[config.mk]
export PLATFORM = sky130hd
export DESIGN_NAME = alu_in_deserializer
export DESIGN_NICKNAME = d
export VERILOG_FILES = /design/src/rtl/alu_in_deserializer.sv
export SDC_FILE = /design/constraint.sdc
export NUM_CORES = 1
export LEC_CHECK = 0
export BUFFER_PORTS_ARGS = -buffer_cell sky130_fd_sc_hd__buf_2
export CORE_ASPECT_RATIO = 0.8
export CORE_MARGIN = 3
export CORE_UTILIZATION = 40
export CTS_BUF_LIST = sky130_fd_sc_hd__clkbuf_8
export CTS_CLUSTER_DIAMETER = 120
export DETAILED_ROUTE_END_ITERATION = 10
export PLACE_DENSITY = 0.56
export SYNTH_ARGS = -nofsm -noshare
export SYNTH_HDL_FRONTEND = slang
export SYNTH_SLANG_ARGS = --single-unit
[constraint.sdc]
create_clock -name clk -period 3.1 [get_ports clk]
set_input_delay 0.155 -clock clk [delete_from_list [all_inputs] [get_ports clk]]
set_output_delay 0.155 -clock clk [all_outputs]
set_load 0.05 [all_outputs]
[src/rtl/alu_in_deserializer.sv]
// Serial-to-parallel front end for the ALU input link.
// Frames are a series of 11-bit packets on sin: a start bit (0), a type bit
// (0 = data, 1 = command), 8 payload bits sent MSB first, and a stop bit (1).
// Data payloads build up operands A and B, with the first byte received ending
// up as the MSB byte of A. A command packet closes the frame and carries op
// and a CRC-4 that covers {A, B, 1'b1, op}.
// Ports:
//   clk, rst_n : clock and synchronous active-low reset
//   sin        : serial line, sampled on every rising edge; idles high
//   out_valid  : one-cycle pulse when a frame completes
//   A, B, op   : reassembled operands and operation code
//   err_data   : valid with out_valid; the data packet count was not DATA_PACKETS
//   err_crc    : valid with out_valid; the count was correct but the CRC mismatched
//   err_frame  : one-cycle pulse after a packet whose stop bit was 0
module alu_in_deserializer #(
  parameter int unsigned DATA_PACKETS = 8,
  parameter logic [3:0]  CRC_INIT     = 4'b0000
) (
  input  logic        clk,
  input  logic        rst_n,
  input  logic        sin,
  output logic        out_valid,
  output logic [31:0] A,
  output logic [31:0] B,
  output logic [2:0]  op,
  output logic        err_data,
  output logic        err_crc,
  output logic        err_frame
);

  localparam int unsigned CNT_W = 4;
  localparam int unsigned PAY_W = 8;
  localparam int unsigned SR_W  = 64;
  localparam int unsigned CRC_W = 4;
  localparam int unsigned BIT_W = 3;

  typedef enum logic [2:0] {
    S_IDLE,
    S_TYPE,
    S_PAYLOAD,
    S_STOP,
    S_RESULT
  } state_t;

  state_t             state, state_nxt;
  logic               is_cmd;
  logic [BIT_W-1:0]   bit_cnt;
  logic [PAY_W-1:0]   pay;
  logic [SR_W-1:0]    sr;
  logic [CNT_W-1:0]   data_cnt;
  logic [CRC_W-1:0]   crc;
  logic [CRC_W-1:0]   crc_fold_c;
  logic               cnt_bad_c;

  logic               latch_type_c;
  logic               shift_c;
  logic               data_done_c;
  logic               cmd_done_c;
  logic               frame_bad_c;
  logic               result_c;

  // One serial step of CRC-4 (x^4+x+1), MSB first.
  function automatic logic [CRC_W-1:0] crc_step(input logic [CRC_W-1:0] c, input logic d);
    logic fb;
    fb = c[3] ^ d;
    return {c[2], c[1], c[0] ^ fb, fb};
  endfunction

  // State register.
  always_ff @(posedge clk) begin
    if (!rst_n) state <= S_IDLE;
    else        state <= state_nxt;
  end

  // Next-state logic.
  always_comb begin
    state_nxt = state;
    case (state)
      S_IDLE:    if (!sin) state_nxt = S_TYPE;
      S_TYPE:    state_nxt = S_PAYLOAD;
      S_PAYLOAD: if (bit_cnt == BIT_W'(PAY_W - 1)) state_nxt = S_STOP;
      S_STOP:    state_nxt = (sin && is_cmd) ? S_RESULT : S_IDLE;
      // A 0 sampled in the result cycle is already the next start bit.
      S_RESULT:  state_nxt = sin ? S_IDLE : S_TYPE;
      default:   state_nxt = S_IDLE;
    endcase
  end

  // Datapath strobes decoded from the current state.
  always_comb begin
    latch_type_c = 1'b0;
    shift_c      = 1'b0;
    data_done_c  = 1'b0;
    cmd_done_c   = 1'b0;
    frame_bad_c  = 1'b0;
    result_c     = 1'b0;
    case (state)
      S_TYPE:    latch_type_c = 1'b1;
      S_PAYLOAD: shift_c      = 1'b1;
      S_STOP: begin
        data_done_c = sin && !is_cmd;
        cmd_done_c  = sin && is_cmd;
        frame_bad_c = !sin;
      end
      S_RESULT:  result_c     = 1'b1;
      default: ;
    endcase
  end

  // Fold the trailer {1'b1, op} into the running data CRC.
  always_comb begin
    crc_fold_c = crc_step(crc_step(crc_step(crc_step(crc, 1'b1), pay[6]), pay[5]), pay[4]);
    cnt_bad_c  = (data_cnt != CNT_W'(DATA_PACKETS));
  end

  // Frame datapath and registered outputs.
  always_ff @(posedge clk) begin
    if (!rst_n) begin
      is_cmd    <= 1'b0;
      bit_cnt   <= '0;
      pay       <= '0;
      sr        <= '0;
      data_cnt  <= '0;
      crc       <= CRC_INIT;
      out_valid <= 1'b0;
      A         <= '0;
      B         <= '0;
      op        <= '0;
      err_data  <= 1'b0;
      err_crc   <= 1'b0;
      err_frame <= 1'b0;
    end else begin
      out_valid <= cmd_done_c;
      err_frame <= frame_bad_c;
      err_data  <= cmd_done_c && cnt_bad_c;
      err_crc   <= cmd_done_c && !cnt_bad_c && (crc_fold_c != pay[3:0]);

      if (latch_type_c) is_cmd <= sin;

      if (shift_c) begin
        pay     <= {pay[PAY_W-2:0], sin};
        bit_cnt <= bit_cnt + BIT_W'(1);
        if (!is_cmd) crc <= crc_step(crc, sin);
      end

      if (data_done_c) begin
        sr <= {sr[SR_W-PAY_W-1:0], pay};
        if (data_cnt != '1) data_cnt <= data_cnt + CNT_W'(1);
      end

      if (cmd_done_c) begin
        A  <= sr[SR_W-1:SR_W/2];
        B  <= sr[SR_W/2-1:0];
        op <= pay[6:4];
      end

      // A broken packet or a delivered result both start a fresh frame.
      if (frame_bad_c || result_c) begin
        data_cnt <= '0;
        sr       <= '0;
        crc      <= CRC_INIT;
      end
    end
  end

endmodule

==> key figures <==
Setup path
  – Worst r2r path cells: 4
  – CP arrival: 2.48 ns
  – RR Endpoint: sr[41]
  – R2R Setup Slk: 0.95 ns
  – Nature of the critical path endpoint: flip-flop
  – Crit Path Max Fanout: 25
  – Setup CP Type: reg -> reg
  – Worst Setup SP: state[2]
  – Critical Path End: sr[41]
  – Reg-to-Reg Start: state[2]
  – Worst Setup Start Kind: flip-flop
  – CP Data Required Time: 3.42 ns

STA
  – RSZ-0062 raised after global routing: false
  – Fin. Hold Viols: 0
  – Slew HR: 0.264
  – Setup WS post-layout: 0.948 ns
  – Max Slew Vio Count: 0
  – Fmax achieved: approximately 460 MHz
  – Clk_skew: 0.00773 ns
  – Clock period minus worst slack: approximately 2.2 ns
  – Count of final setup violators: 0
  – Setup TNS: 0 ns
  – Actual slew at the worst max-slew pin: approximately 1.1 ns
  – Crit share post-route: 0.694

Cells and area
  – P&R area growth vs syn: 12.1%
  – Register Area: 3160 sq um
  – Layout cells sized above 1: 0.174
  – Fill cells: 1463
  – # diodes: 0
  – Nets@finish: 754
  – Area of the multi-input gates: approximately 2400 sq um

Pwr
  – Power Dens Cells: 548 nW/um^2
  – Maximum vdd drop: 0.268 mV
  – Pleak: ~2.4 nW

Clock tree
  – Clock transition at path regs: 0.08 ns
  – CTS resizes: 0
  – Sink Count: 158
  – CTS root buf: clkbuf_8
  – H-tree level count: 4
  – Later-pin clock latency in the skew report: 0.45 ns
  – TritonCTS Buffers: 17
  – Post-CTS Setup Inserts: 0
  – Clock buffer depth: 2
  – CTS tree: done

Floorplanning
  – Die width: 142 um
  – # IOs: 74
  – Starting Density: 0.412
  – # rows: 39
  – DIE AREA: 16300 sq um
  – Die Y: 115 um
  – Core ar.: 14400 sq um

Synthesis
  – Post-synth EDFFs: 0
  – #FFs+latches synth: 158
  – Seq/Total Area, Yosys: 0.533
  – Synthesized instance count: between 600 and 700
  – Async set-reset flop share out of synthesis: 0
  – Warnings, synthesis: 0
  – Synth Net Count: 700
  – Avg Cell Area, Syn: 8.57 sq um
  – Most frequent cell after synthesis: nand2_1
  – Main flop type after synthesis: dfxtp_1
  – Unique masters post-synth: 36
  – Synth area leaders: dfxtp_1 53%, nand2_1 17%, a21oi_1 11%
  – Synth top cells by count: 264 x nand2_1, 158 x dfxtp_1, 127 x a21oi_1
  – Largest area contributor in the netlist: dfxtp_1
  – Synth top area share: 0.533
  – Synth Cell Area: around 6000 sq um

Detailed routing
  – # DRC: 0
  – Wire per inst: 13.5 um
  – Drt pass-1 iters: 4
  – Drt first-iter violations: 256
  – Antenna Nets Post-Route: 0
  – Via density: 4.79
  – Vias: 4516
  – Drt total wl: 12700 um

Placement
  – Gp weighted congestion: 0.770
  – Dpl ws: 0.957 ns
  – Port Buf Inserts: 73
  – Dpl hpwl: 8480 um

Global routing
  – Vias in the first global route: between 4000 and 5000
  – Initial antenna violation count: 0
  – First-pass GRT wire length: approximately 21000 um
  – Pin count of the biggest net entering global routing: 67
  – GRT Residual Overflow: 0
  – GRT Total Usage: 0.159

Worst hold path
  – Worst hold path class: in -> reg

Run status
  – Status: completed

Job
  – Max Cap Viol: 0
-- stage by stage --
| step | cell area (sq um) | instances | power [mW] | util | hold WS (ns) |
|---|---|---|---|---|---|
| after floorplan | 5940 | 693 | 2.19 | - | 0.283 |
| after global placement | 6260 | 911 | 2.20 | 0.435 | 0.443 |
| after detailed placement | 6260 | 911 | 2.20 | 0.435 | 0.445 |
| after CTS | 6660 | 943 | 3.70 | 0.462 | 0.0516 |
| after global routing | 6660 | 943 | 3.79 | 0.462 | 0.0724 |
| final | 6660 | 943 | 3.64 | 0.462 | 0.0874 |
-- worst max-delay path: stages (launching register included) --
cell      delay, ns
dfxtp_1        0.46
inv_2          0.09
o311ai_4       0.95
buf_4          0.43
a21oi_1        0.08
-- what timing repair did --
| item | 4_1_cts | 5_1_grt |
|---|---|---|
| hold buffers | 1 | 0 |
| setup endpoints to repair | 0 | 0 |
| endpoints found under the hold margin | 1 | 0 |
-- area by class of cell --
type / instances / area share
Clock buffer: 21 / 0.0434
Multi-Input combinational cell: 479 / 0.357
Sequential cell: 158 / 0.475
Timing Repair Buffer: 84 / 0.0714
Clock inverter: 10 / 0.0147
Tap cell: 184 / 0.0346
Inverter: 7 / 0.00395
-- flip-flops by register name, indices dropped and copies added (netlist names), 3 cells and up --
register / count
A: 32
state: 3
crc: 4
data_cnt: 4
pay: 8
op: 3
sr: 64
bit_cnt: 3
B: 32
-- logic make-up after synthesis --
kind of cell               synth area share
DFF                                   0.533
buffers and inverters                0.0685
adders and majority gates           0.00843
and+or+nand+nor                       0.211
AOI/OAI and AO/OA                     0.135
xor gates and xnor gates             0.0219
muxes                                0.0219
-- layer usage --
layer | vias to the layer above | routed length [um] | global-route usage
met3 | 5 | 530 | 0.0482
li1 | 2348 | - | -
met5 | - | 0 | 0
met2 | 78 | 5730 | 0.244
met4 | 0 | 96 | 0.0537
met1 | 2085 | 6360 | 0.215
-- where the power goes --
| part | switching [mW] | leakage (nW) | internal, mW | total [mW] |
|---|---|---|---|---|
| clock | 0.707 | 0.212 | 0.781 | 1.49 |
| combinational | 0.0698 | 0.961 | 0.0369 | 0.107 |
| sequential | 0.0132 | 1.27 | 2.04 | 2.05 |
| total | 0.790 | 2.45 | 2.85 | 3.64 |
-- placed cells by master (no fill, tap or decap), types with 2 or more instances in the layout --
master / n
a21oi_1: 127
a21oi_2: 9
and3_1: 2
buf_12: 2
buf_2: 73
buf_4: 8
bufinv_16: 2
clkbuf_8: 21
clkinv_2: 3
dfxtp_1: 158
ha_1: 4
inv_1: 9
inv_2: 2
mux2i_1: 13
nand2_1: 264
nand2b_1: 2
nand3_1: 2
nor2_1: 24
nor2_4: 2
nor3_1: 5
nor3b_1: 2
xnor2_1: 6
xnor3_1: 2
-- worst min-delay path by stage --
| stage | startpoint | endpoint | slack [ns] | cells past startpoint |
|---|---|---|---|---|
| final | sin | is_cmd | 0.09 | 3 |
| after global routing | sin | pay[0] | 0.07 | 3 |
| after CTS | sin | pay[0] | 0.05 | 3 |
| after detailed placement | B[27] | B[27] | 0.45 | 2 |
| after global placement | A[26] | A[26] | 0.44 | 2 |
| after floorplan | rst_n | err_crc | 0.28 | 2 |
Note: power is estimated with default switching activity, not from simulation.
